[config.mk]
export PLATFORM = sky130hd
export DESIGN_NAME = multi_dataflow_job_arbiter
export DESIGN_NICKNAME = d
export VERILOG_FILES = /design/src/rtl/multi_dataflow_job_arbiter_pkg.sv /design/src/rtl/multi_dataflow_job_arbiter_rr_arbiter.sv /design/src/rtl/multi_dataflow_job_arbiter.sv
export SDC_FILE = /design/constraint.sdc
export NUM_CORES = 1
export LEC_CHECK = 0
export ABC_AREA = 0
export CORE_AREA = 2 2 447 449
export CTS_BUF_LIST = sky130_fd_sc_hd__clkbuf_16
export CTS_CLUSTER_DIAMETER = 30
export DETAILED_ROUTE_END_ITERATION = 8
export DIE_AREA = 0 0 449 451
export DONT_BUFFER_PORTS = 1
export HOLD_SLACK_MARGIN = 0.06
export PLACE_DENSITY = 0.3
export REMOVE_ABC_BUFFERS = 1
export SYNTH_ARGS = -nofsm -noshare
export SYNTH_HDL_FRONTEND = slang
export SYNTH_SLANG_ARGS = --single-unit
[constraint.sdc]
create_clock -name clk_i -period 6.23 [get_ports clk_i]
set_clock_uncertainty 0.1 [all_clocks]
set_input_delay 1.246 -clock clk_i [delete_from_list [all_inputs] [get_ports clk_i]]
set_output_delay 1.246 -clock clk_i [all_outputs]
set_load 0.01 [all_outputs]
[src/rtl/multi_dataflow_job_arbiter_pkg.sv]
`default_nettype none
// ============================================================================
// Module      : multi_dataflow_job_arbiter_pkg
// Description : Shared types and defaults for the multi_dataflow job arbiter
//               and its round-robin arbiter.
// Revision    : 1.0 - initial release
// ============================================================================
package multi_dataflow_job_arbiter_pkg;

    localparam int ARB_N_REQ   = 4;
    localparam int ARB_N_WORDS = 7;
    localparam int ARB_DW      = 32;

    typedef enum logic [1:0] {
        ARB_IDLE    = 2'd0,
        ARB_START   = 2'd1,
        ARB_RUN     = 2'd2,
        ARB_RELEASE = 2'd3
    } arb_state_t;

    // Descriptor layout for the default configuration: word 0 = input address,
    // word 1 = output address, word 2 = count limit, words 3..6 = coefficients.
    typedef logic [ARB_N_WORDS-1:0][ARB_DW-1:0] job_desc_t;

    // Index width that stays at least one bit wide for degenerate sizes.
    function automatic int arb_idx_w(input int n);
        return (n > 1) ? $clog2(n) : 1;
    endfunction

endpackage
`default_nettype wire

[src/rtl/multi_dataflow_job_arbiter_rr_arbiter.sv]
`default_nettype none
// ============================================================================
// Module      : multi_dataflow_rr_arbiter
// Description : Combinational round-robin search. Starting at i_ptr and
//               wrapping modulo N_REQ, returns the first set valid bit as a
//               one-hot grant and as an index.
// Revision    : 1.0 - initial release
// ============================================================================
module multi_dataflow_rr_arbiter
    import multi_dataflow_job_arbiter_pkg::*;
#(
    parameter  int N_REQ   = ARB_N_REQ,
    localparam int c_idx_w = arb_idx_w(N_REQ)
) (
    input  logic [N_REQ-1:0]   i_valid,
    input  logic [c_idx_w-1:0] i_ptr,
    output logic [N_REQ-1:0]   o_grant,
    output logic [c_idx_w-1:0] o_idx,
    output logic               o_any
);

    // One extra bit so ptr + offset never wraps before the modulo fold.
    logic [c_idx_w:0]   w_sum;
    logic [c_idx_w-1:0] w_cand;

    // Walk candidates ptr, ptr+1, ... and keep the first valid one.
    always_comb begin
        o_grant = '0;
        o_idx   = '0;
        o_any   = 1'b0;
        w_sum   = '0;
        w_cand  = '0;
        for (int i = 0; i < N_REQ; i++) begin
            w_sum = {1'b0, i_ptr} + (c_idx_w+1)'(i);
            if (w_sum >= (c_idx_w+1)'(N_REQ)) begin
                w_sum = w_sum - (c_idx_w+1)'(N_REQ);
            end
            w_cand = w_sum[c_idx_w-1:0];
            if (!o_any && i_valid[w_cand]) begin
                o_any           = 1'b1;
                o_grant[w_cand] = 1'b1;
                o_idx           = w_cand;
            end
        end
    end

endmodule
`default_nettype wire

[src/rtl/multi_dataflow_job_arbiter.sv]
`default_nettype none
// ============================================================================
// Module      : multi_dataflow_job_arbiter
// Description : Shares one multi_dataflow HWPE between N_REQ requesters.
//               Round-robin grant, descriptor latch, start pulse, completion
//               event back to the owner, and a watchdog that aborts hung jobs.
// Revision    : 1.0 - initial release
// ============================================================================
module multi_dataflow_job_arbiter
    import multi_dataflow_job_arbiter_pkg::*;
#(
    parameter  int N_REQ   = ARB_N_REQ,
    parameter  int N_WORDS = ARB_N_WORDS,
    parameter  int DW      = ARB_DW,
    parameter  int TO_W    = 16,
    localparam int c_idx_w  = arb_idx_w(N_REQ),
    localparam int c_desc_w = N_WORDS * DW
) (
    input  logic                      clk_i,
    input  logic                      rst_ni,
    input  logic                      clear_i,
    input  logic [N_REQ-1:0]          req_valid_i,
    output logic [N_REQ-1:0]          req_ready_o,
    input  logic [N_REQ*c_desc_w-1:0] req_desc_i,
    output logic [c_desc_w-1:0]       job_desc_o,
    output logic                      job_start_o,
    input  logic                      job_done_i,
    output logic                      engine_clear_o,
    output logic [N_REQ-1:0]          done_evt_o,
    output logic                      done_err_o,
    output logic                      busy_o,
    output logic [c_idx_w-1:0]        owner_o,
    input  logic [TO_W-1:0]           timeout_limit_i,
    output logic                      timeout_o
);

    arb_state_t          r_state;
    arb_state_t          w_state_nxt;
    logic [c_idx_w-1:0]  r_rr_ptr;
    logic [c_idx_w-1:0]  r_owner;
    logic [c_desc_w-1:0] r_desc;
    logic [TO_W-1:0]     r_count;
    logic                r_timeout;
    logic                r_err;

    logic [N_REQ-1:0]    w_arb_grant;
    logic [c_idx_w-1:0]  w_arb_idx;
    logic                w_arb_any;
    logic                w_wd_hit;
    logic [c_idx_w-1:0]  w_ptr_nxt;

    logic                w_take;
    logic                w_cnt_clr;
    logic                w_cnt_inc;
    logic                w_done_ok;
    logic                w_abort;
    logic                w_release;

    multi_dataflow_rr_arbiter #(
        .N_REQ (N_REQ)
    ) u_rr_arbiter (
        .i_valid (req_valid_i),
        .i_ptr   (r_rr_ptr),
        .o_grant (w_arb_grant),
        .o_idx   (w_arb_idx),
        .o_any   (w_arb_any)
    );

    // A zero limit disables the watchdog entirely.
    assign w_wd_hit  = (timeout_limit_i != '0) && (r_count == (timeout_limit_i - TO_W'(1)));
    assign w_ptr_nxt = (r_owner == c_idx_w'(N_REQ-1)) ? '0 : (r_owner + c_idx_w'(1));

    assign job_desc_o = r_desc;
    assign owner_o    = r_owner;
    assign timeout_o  = r_timeout;
    assign busy_o     = (r_state != ARB_IDLE);

    // State register.
    always_ff @(posedge clk_i or negedge rst_ni) begin
        if (!rst_ni) begin
            r_state <= ARB_IDLE;
        end else begin
            r_state <= w_state_nxt;
        end
    end

    // Next state, handshake, pulses and datapath strobes; clear_i suppresses all of them.
    always_comb begin
        w_state_nxt    = r_state;
        req_ready_o    = '0;
        job_start_o    = 1'b0;
        engine_clear_o = 1'b0;
        done_evt_o     = '0;
        done_err_o     = 1'b0;
        w_take         = 1'b0;
        w_cnt_clr      = 1'b0;
        w_cnt_inc      = 1'b0;
        w_done_ok      = 1'b0;
        w_abort        = 1'b0;
        w_release      = 1'b0;
        if (clear_i) begin
            w_state_nxt = ARB_IDLE;
        end else begin
            case (r_state)
                ARB_IDLE: begin
                    if (w_arb_any) begin
                        req_ready_o = w_arb_grant;
                        w_take      = 1'b1;
                        w_state_nxt = ARB_START;
                    end
                end
                ARB_START: begin
                    job_start_o = 1'b1;
                    w_cnt_clr   = 1'b1;
                    w_state_nxt = ARB_RUN;
                end
                ARB_RUN: begin
                    // A done on the expiry cycle counts as a clean completion.
                    if (job_done_i) begin
                        w_done_ok   = 1'b1;
                        w_state_nxt = ARB_RELEASE;
                    end else if (w_wd_hit) begin
                        engine_clear_o = 1'b1;
                        w_abort        = 1'b1;
                        w_state_nxt    = ARB_RELEASE;
                    end else begin
                        w_cnt_inc = 1'b1;
                    end
                end
                ARB_RELEASE: begin
                    done_evt_o[r_owner] = 1'b1;
                    done_err_o          = r_err;
                    w_release           = 1'b1;
                    w_state_nxt         = ARB_IDLE;
                end
                default: begin
                    w_state_nxt = ARB_IDLE;
                end
            endcase
        end
    end

    // Descriptor latch, owner, round-robin pointer, watchdog counter and flags.
    always_ff @(posedge clk_i or negedge rst_ni) begin
        if (!rst_ni) begin
            r_rr_ptr  <= '0;
            r_owner   <= '0;
            r_desc    <= '0;
            r_count   <= '0;
            r_timeout <= 1'b0;
            r_err     <= 1'b0;
        end else if (clear_i) begin
            r_rr_ptr  <= '0;
            r_owner   <= '0;
            r_desc    <= '0;
            r_count   <= '0;
            r_timeout <= 1'b0;
            r_err     <= 1'b0;
        end else begin
            if (w_take) begin
                r_desc  <= req_desc_i[w_arb_idx*c_desc_w +: c_desc_w];
                r_owner <= w_arb_idx;
            end
            if (w_cnt_clr) begin
                r_count <= '0;
            end else if (w_cnt_inc && (r_count != '1)) begin
                r_count <= r_count + TO_W'(1);
            end
            if (w_done_ok) begin
                r_err <= 1'b0;
            end
            if (w_abort) begin
                r_err     <= 1'b1;
                r_timeout <= 1'b1;
            end
            if (w_release) begin
                r_rr_ptr <= w_ptr_nxt;
            end
        end
    end

endmodule
`default_nettype wire

Word-level counts from Yosys, hierarchy flattened
Index checks and enable logic that the tools add are counted.
Storage, ports and cells
  logic and storage cells: 145
  bits of input ports: 920
  ROM bits: 0
  memories: 0
  latch bits: 0
  flip-flop bits (word level): 248
  output and inout port bits: 239
  memory bits (writable): 0
Operators by class
  $add $sub $neg: 10
  magnitude comparators: 14
  reductions and logical operators: 22
  bitwise logic cells: 3
  divide/modulo/power cells: 0
  mux-type cells: 79
  shift-type cells: 1
  multiply operators: 1
  equality and inequality tests: 8
Operator list (count)
  indexed part select 896 x 11 -> 224 bit: 1
  2-to-1 mux 224 bit: 2
  2-to-1 mux 16 bit: 3
  2-to-1 mux 1 bit: 38
  2-to-1 mux 4 bit: 9
  2-to-1 mux 2 bit: 17
  adder 16 x 1 -> 16 bit (second input constant): 1
  == test 16 bit: 1
  inequality test 16 bit (second input constant): 1
  nonzero test 16 bit: 1
  subtractor 16 x 1 -> 16 bit (second input constant): 1
  < comparator 2 x 3 -> 1 bit (second input constant): 5
  OR 4 bit: 3
  demux 1 bit (select 2 bit): 5
  >= comparator 2 x 1 -> 1 bit (second input constant): 5
  logical AND 1 bit: 10
  >= comparator 3 bit (second input constant): 3
  binary-select mux 1 bit (select 2 bit): 4
  case mux 2 bit (4 select lines): 1
  nonzero test 2 bit: 4
  subtractor 2 x 1 -> 2 bit (second input constant): 4
  adder 2 x 2 -> 3 bit (second input constant): 2
  == test 2 bit (second input constant): 3
  nonzero test 3 bit: 2
  10 further kinds: 12

Depth between registers and ports, before layout
Gate-level depths: netlist (run 1).
  word-level depth: 19
  gate-level depth with buffers: 15
  gate-level depth less buffers: 10

By module
Synthesis (run 1) repeated with hierarchy kept, for this count alone.
Second synthesis, totals
  cell total of the unflattened synthesis: 1057
  area total of the unflattened synthesis: 15524.9 µm²
Modules (own cells, without submodules)
  multi_dataflow_job_arbiter: sequential area each 6206.0 µm², area an instance 15103.2 µm², times used 1, cells an instance 1012
  multi_dataflow_rr_arbiter: sequential area each 0.0 µm², area an instance 421.7 µm², times used 1, cells an instance 45

Worst setup path before layout (run 1)
No wires, ideal clock.
  kind: input to output
  start: input port timeout_limit_i[0]
  end: output port engine_clear_o
  data required time: 4884 ps
  slack: 1829 ps
  stages: 9
  buffers on the path: 0
  data arrival time: 3055 ps
  cell sequence: inv_1 -> ha_1 -> nor4b_2 -> nand4_1 -> xnor2_1 -> o221a_2 -> nor4_1 -> o2111ai_1 -> nor2_1
On the way
  cells in the longest elaborated chain, start to end: 7
  elaborated cells between the ends (all ways): 8
  classes of those cells: 1 x add/sub; 1 x eq/ne; 4 x mux; 2 x reduce/logical
Ends and longest elaborated chain
  from (decl): line multi_dataflow_job_arbiter.sv:33  | input logic [TO_W-1:0] timeout_limit_i,
  subtractor 16 x 1 -> 16 bit: line multi_dataflow_job_arbiter.sv:70  | assign w_wd_hit = (timeout_limit_i != '0) && (r_count == (timeout_limit_i - TO_W'(1)));
  == test 16 bit: line multi_dataflow_job_arbiter.sv:70
  logical AND 1 bit (*): line multi_dataflow_job_arbiter.sv:70
  2-to-1 mux 1 bit (*): line multi_dataflow_job_arbiter.sv:122  | end else if (w_wd_hit) begin
  2-to-1 mux 1 bit (*): line multi_dataflow_job_arbiter.sv:119  | if (job_done_i) begin
  2-to-1 mux 1 bit (*): line multi_dataflow_job_arbiter.sv:104  | case (r_state)
  2-to-1 mux 1 bit (*): line multi_dataflow_job_arbiter.sv:101  | if (clear_i) begin
  to (decl): line multi_dataflow_job_arbiter.sv:28  | output logic engine_clear_o,
Mark *: on every way between the ends. The rest lies on a longest branch, timed or not.

Final worst setup path (run 1)
  start: register r_rr_ptr[0]
  end: output port req_ready_o[0]
On the way
  cells in the longest elaborated chain, start to end: 17
  elaborated cells between the ends (all ways): 63
  classes of those cells: 7 x add/sub; 12 x order compare; 31 x mux; 3 x bitwise; 10 x reduce/logical
Ends and longest elaborated chain
  from (decl): line multi_dataflow_job_arbiter.sv:39  | logic [c_idx_w-1:0] r_rr_ptr;
  from (signal assigned): line multi_dataflow_job_arbiter.sv:177  | r_rr_ptr <= w_ptr_nxt;
  parallel branches: the longest is 14 deep, another holds adder 2 x 1 -> 3 bit
  2-to-1 mux 4 bit (*): line multi_dataflow_job_arbiter.sv:106  | if (w_arb_any) begin
  2-to-1 mux 4 bit (*): line multi_dataflow_job_arbiter.sv:104
  2-to-1 mux 4 bit (*): line multi_dataflow_job_arbiter.sv:101
  to (decl): line multi_dataflow_job_arbiter.sv:23  | output logic [N_REQ-1:0] req_ready_o,
Mark *: on every way between the ends. The select of a mux whose other input is x is not followed.

==> metrics, run 1 <==
Post-Synth Adder-Cell Area 1.15%; DRT iter0 DRCs 1,642; Critical Path RT 4.88 ns; final std cells w/o fill 5,031; xor/xnor cell area share of the yosys netlist 0.808%; max_slew headroom 40.2%; CTS Buffer Depth 3; Global Route Usage Sum 13.4%; gpl congestion 0.934; Main synth FF type dfrtp_1; Mapped Cells 2,322; period utilization 82.6%; Setup Crit Path Kind reg2out; Hold Violations, Final 0; Seq/Total Area, Yosys 35.8%; vias in the first global route 18,663; post-layout util 11.9%; status finished clean; total of max-cap violations 0; compound-cell area share of the yosys netlist 16.2%; multiplexer share of the synthesized area 0.548%; crit-path max FO 16; Routed WL 141,000 um; Starting Density 8.75%; CTS root buf clkbuf_16; CTS buffer count 105; Syn. warnings 0; drt pass-1 iters 7; die width 449 um; ys async rst share 100%; Post-DRT Antenna Nets 0; peak supply drop 211 uV; dpl cells 4,803; first-pass GRT wire length 182,000 um; Setup crit end kind primary output; largest family of logic cells by synthesized area simple AND/OR/NAND/NOR gates; Synth cell types 61; Post-synth EDFFs 0; fin crit period 5.15 ns; routed len/inst 28.0 um; syn_area_per_cell 7.47 um^2; R2R depth 10; input/output buffers 0; Worst Tran Pin Value 0.897 ns; post-synth top area share 35.8%; layout cell share with drive strength beyond 1 7.81%; Synth top cells by count 925 x nand2_1, 248 x dfrtp_1, 234 x nand3_1; Layout area overhead 35.7%; Max Freq 194 MHz; Mapped Area 17,300 um^2; RSZ-0062 raised after global routing false; I/O Pins 1,159; Synth Area in Simple Gates 40.4%; DR vias 19,126; Worst Setup Start Kind flip-flop; H-tree levels 3; DIE AREA 202,000 um^2; clock insertion delay at the later pin of the skew report 0.68 ns; total power 8680 uW; dominant cells by area after synthesis dfrtp_1 36%, nand2_1 20%, a32o_1 13%, nand3b_1 9.9%, nand3_1 6.8%; global route total overflow 0; worst path arrival time 3.80 ns; # DRC 0; largest net degree at the start of global routing 240; #FFs+latches synth 248; Final Max Slew Viols 0; drt via density 3.80; fin nets 3,192; CTS tree yes; final setup vio count 0; Post-CTS Resized 0; CTS clk-pin slew, worst paths 0.04 ns; static leakage 0.00913 uW; most common cell in the netlist nand2_1; area leader, netlist dfrtp_1; Min-Delay Path Class in2async; Die Y 451 um; FP Rows 164; Cell Pwr Density 369 nW/um^2; initial antenna violation count 138; Floorplan Core Area 198,000 um^2; Final HPWL DP 116,000 um; clk sinks 248
[metrics by stage]
| step | cell area, um^2 | TNS, ns | worst slack [ns] | hold slack, ns |
|---|---|---|---|---|
| 6_report | 23500 | 0 | 1.08 | 0.168 |
| 5_1_grt | 23500 | 0 | 0.715 | 0.0842 |
| 4_1_cts | 23400 | 0 | 0.965 | 0.0630 |
| 3_5_place_dp | 20300 | 0 | 1.42 | 0.447 |
| 3_3_place_gp | 20300 | 0 | 1.41 | 0.456 |
| 2_1_floorplan | 16500 | -4535.63 | -20.62 | 0.406 |
[report_power, final]
| group | leakage, uW | internal [uW] | switching, uW | total [uW] |
|---|---|---|---|---|
| clock | 0.00160 | 2990 | 1440 | 4420 |
| sequential | 0.00330 | 1920 | 546 | 2470 |
| combinational | 0.00424 | 663 | 1130 | 1790 |
| total | 0.00913 | 5570 | 3110 | 8680 |
[sequential cells by signal (all words and copies together) (netlist names)]
name / cells
job_desc_o: 224
owner_o: 2
r_count: 16
r_err: 1
r_rr_ptr: 2
r_state: 2
timeout_o: 1
[final timing paths]
path,startpoint,endpoint,slack (ns)
worst max register to register,r_rr_ptr[0],job_desc_o[170],2.13
worst max-delay path,r_rr_ptr[0],req_ready_o[0],1.08
worst min-delay path,rst_ni,job_desc_o[95],0.17
worst min register to register,job_desc_o[19],job_desc_o[19],0.45
max in group asynchronous,rst_ni,job_desc_o[123],4.90
min in group clk_i,job_desc_o[19],job_desc_o[19],0.45
[placed cells by master, fill, tap and decap left out, types with 6 or more instances in the layout]
cell type,netlist,layout
a21oi_1,27,26
a32o_1,224,224
and2_1,10,10
and3_1,6,6
buf_12,0,12
buf_4,1,31
clkbuf_16,0,106
clkinv_1,0,47
clkinv_2,0,10
dfrtp_1,248,248
diode_2,0,32
ha_1,16,16
inv_1,12,37
nand2_1,925,925
nand3_1,234,234
nand3b_1,229,229
nand4_1,6,6
nor2_1,31,30
nor3_1,6,6
o21ai_1,8,8
o31ai_1,12,12
or3_1,9,9
or4_1,10,10
xnor2_1,10,10
xor2_1,6,6
[layout make-up]
type	instances	area, um^2
Antenna cell	32	80.1
Clock buffer	106	2650
Clock inverter	88	423
Fill cell	23160	175000
Inverter	13	48.8
Multi-Input combinational cell	1843	10300
Sequential cell	248	6210
Tap cell	2656	3320
Timing Repair Buffer	45	493
[metal layers]
metal	part of all wire (%)	wire [um]	vias up	GRT usage, %
met5	0.53	742	-	0
met4	3.7	5260	110	5.06
met3	12	16700	360	7.04
met2	47	66300	1068	21.7
met1	37	52000	9444	14.7
li1	-	-	8144	-
[cell families after synthesis]
logic type,after synthesis
AO/OA/AOI/OAI,308
adder cells (fa/ha/maj),16
buffers and inverters,231
AND/OR/NAND/NOR,1494
multiplexers,9
XOR/XNOR,16
flip-flops,248
[timing repair]
action	in CTS	in global routing
hold endpoints to repair	8	0
buffers inserted	0	0
hold buffers	2	0
[critical path, cell delays in order (launching register included)]
cell and delay (ns):
dfrtp_1 0.73, inv_2 0.16, ha_1 0.52, mux2_2 0.39, nand2_1 0.06, o21ai_0 0.20
a211oi_1 0.48, a22oi_1 0.13, nor2_1 0.12, a221oi_1 0.06, nor2_1 0.25
No activity file was read; power rests on OpenSTA's default activity.
==> run 2: changes to the inputs <==
==> constraint.sdc (replaced) <==
create_clock -name clk_i -period 4.55 [get_ports clk_i]
set_clock_uncertainty 0.1 [all_clocks]
set_input_delay 0.91 -clock clk_i [delete_from_list [all_inputs] [get_ports clk_i]]
set_output_delay 0.91 -clock clk_i [all_outputs]
set_load 0.01 [all_outputs]
==> run 2 against run 1 <==
Net effect: the flow now finishes with violations (negative hold slack); setup slack worse by 0.68 ns; final area rose by 0.43%; final cell count about the same.
==> metrics, run 2 (synthesized netlist as in run 1, its figures left out) <==
FP Rows 164 (unchanged); CTS buffer count 102 (-2.9%); Starting Density 8.75% (unchanged); Max stage delay on crit path 0.44 ns (-0.29 ns); routing usage on met1 14.8% (+0.12 points); clock network power share 50.6% (-0.3 points); max_slew headroom 43.5% (+3.3 points); Final Max Slew Viols 0 (unchanged); Die Y 451 um (unchanged); routed len/inst 27.9 um (-0.31%); Worst path most repeated cell nor2_1; Worst Tran Pin Value 0.847 ns (-0.0496 ns); met3 Resource Use GR 6.93% (-0.11 points); peak supply drop 293 uV (+39%); Cell Pwr Density 502 nW/um^2 (+36%); # DRC 0 (unchanged); final instance area 23,600 um^2 (+0.43%); switch share 36.2% (+0.35 points); final setup vio count 0 (unchanged); fin nets 3,189 (-0.094%); total of max-cap violations 0 (unchanged); Hold Violations, Final 248 (+248); CTS tree yes; vias in the first global route 18,755 (+0.49%); Worst Setup Start Kind flip-flop; Storage cell area 6210 um^2 (about the same); Min-Delay Path Class in2async; Final HPWL DP 116,000 um (about the same); failing checks negative hold slack; Layout area overhead 36.2%; DR vias 19,142 (+0.084%); RSZ-0062 raised after global routing false; input/output buffers 0 (unchanged); CTS root buf clkbuf_16; worst-path cell chain inv_1 -> ha_4 -> mux2_2 -> nand2_1 -> o21ai_1 -> a211oi_2 -> a22oi_1 -> nor2_1 -> a221oi_1 -> nor2_1; Floorplan Core Area 198,000 um^2 (unchanged); sw power 4300 uW (+38%); Setup crit end kind primary output; max reg flops 224 (unchanged); CTS clk-pin slew, worst paths 0.04 ns (about the same); fin crit period 4.15 ns; first-pass GRT wire length 182,000 um (+0.10%); Routed WL 141,000 um (-0.29%); initial antenna violation count 137 (-0.72%); Setup TNS Final 0 ns (unchanged); worst path arrival time 3.14 ns (-0.66 ns); Critical Path RT 3.54 ns (-1.34 ns); Gate power share 21.0% (+0.3 points); DIE AREA 202,000 um^2 (unchanged); placed cell area 20,500 um^2 (+0.63%); area occupied by multi-input gates 10,300 um^2 (+0.17%); H-tree levels 3 (unchanged); drt pass-1 iters 5 (-2); crit-path max FO 10 (-6); gpl congestion 0.911 (-2.4%); WP buf/inv 1 (unchanged); sequential power share 28.4% (about the same); clk sinks 248 (unchanged); clock insertion delay at the later pin of the skew report 0.69 ns (about the same); DRT iter0 DRCs 1,807 (+10%); Max Freq 241 MHz; most common cell after layout, fill and taps aside nand2_1; I/O Pins 1,159 (unchanged); die width 449 um (unchanged); largest net degree at the start of global routing 249 (+3.8%); grt peak-use layer met2; Pint 7570 uW (+36%); layout cell share with drive strength beyond 1 8.13% (+0.32 points); worst slack at placement 0.432 ns (-0.987 ns); post-layout util 11.9% (+0.051 points); Fin Hold WS -0.195 ns (-0.363 ns); met2 Track Usage GR 21.2% (-0.42 points); CTS Buffer Depth 3 (unchanged); most frequent cells in the layout 925 x nand2_1, 247 x dfrtp_1, 234 x nand3_1; static leakage 0.00915 uW (+0.18%); Worst Setup Slack, final 0.403 ns (-0.681 ns); global route total overflow 0 (unchanged); Global Route Usage Sum 13.3% (-0.037 points); Post-CTS Setup Bufs 0 (unchanged); drt via density 3.80 (about the same); Post-DRT Antenna Nets 0 (unchanged); status finished, violations left; # fillers 23,179 (+0.082%); slowest CP cell dfrtp_2; CP delay by family, top compound AO/OA/AOI/OAI gates; Setup Crit Path Kind reg2out; period utilization 91.1%
==> run 2: power groups by stage <==
stage               clock network, uW  logic, uW  registers, uW
CTS                              6210       2510           3400
floorplan                           0       2470           3070
global placement                    0       2480           3430
finish                           6000       2490           3370
detailed placement                  0       2500           3420
global route                     6350       2730           3400
==> run 2: worst paths after layout <==
check	to	depth (start not counted)	from	slack (ns)
setup / recovery	req_ready_o[1]	10	r_rr_ptr[1]	0.40
hold / removal	job_desc_o[199]	0	rst_ni	-0.19
setup reg to reg	job_desc_o[202]	9	r_rr_ptr[0]	1.05
hold reg to reg	job_desc_o[19]	1	job_desc_o[19]	0.46
max in group asynchronous	job_desc_o[106]	0	rst_ni	3.88
min in group clk_i	r_rr_ptr[1]	1	clear_i	0.19
==> run 2: stage by stage <==
step / hold WS (ns) / total power, uW / instances
6_report: -0.195 / 11900 / 5032
5_1_grt: -0.272 / 12500 / 5007
4_1_cts: -0.298 / 12100 / 4994
3_5_place_dp: 0.459 / 5930 / 4805
3_3_place_gp: 0.456 / 5910 / 4805
2_1_floorplan: 0.406 / 5540 / 2104
==> run 2: per-layer routing <==
| metal | up-vias | wire (um) |
|---|---|---|
| li1 | 8154 | - |
| met1 | 9464 | 51300 |
| met2 | 1062 | 65000 |
| met3 | 348 | 17700 |
| met4 | 114 | 5750 |
| met5 | - | 758 |
==> run 2: area by class of cell <==
| cell class | count | area share, % |
|---|---|---|
| Antenna cell | 38 | 0.403 |
| Clock buffer | 103 | 10.9 |
| Tap cell | 2656 | 14.1 |
| Inverter | 13 | 0.207 |
| Clock inverter | 86 | 1.93 |
| Timing Repair Buffer | 45 | 2.54 |
| Sequential cell | 248 | 26.3 |
| Multi-Input combinational cell | 1843 | 43.7 |
==> run 2: repair_timing <==
item	in CTS	in global routing
setup endpoints to repair	4	4
hold endpoints to repair	248	248
gates resized for setup	2	3
pin swaps	0	2
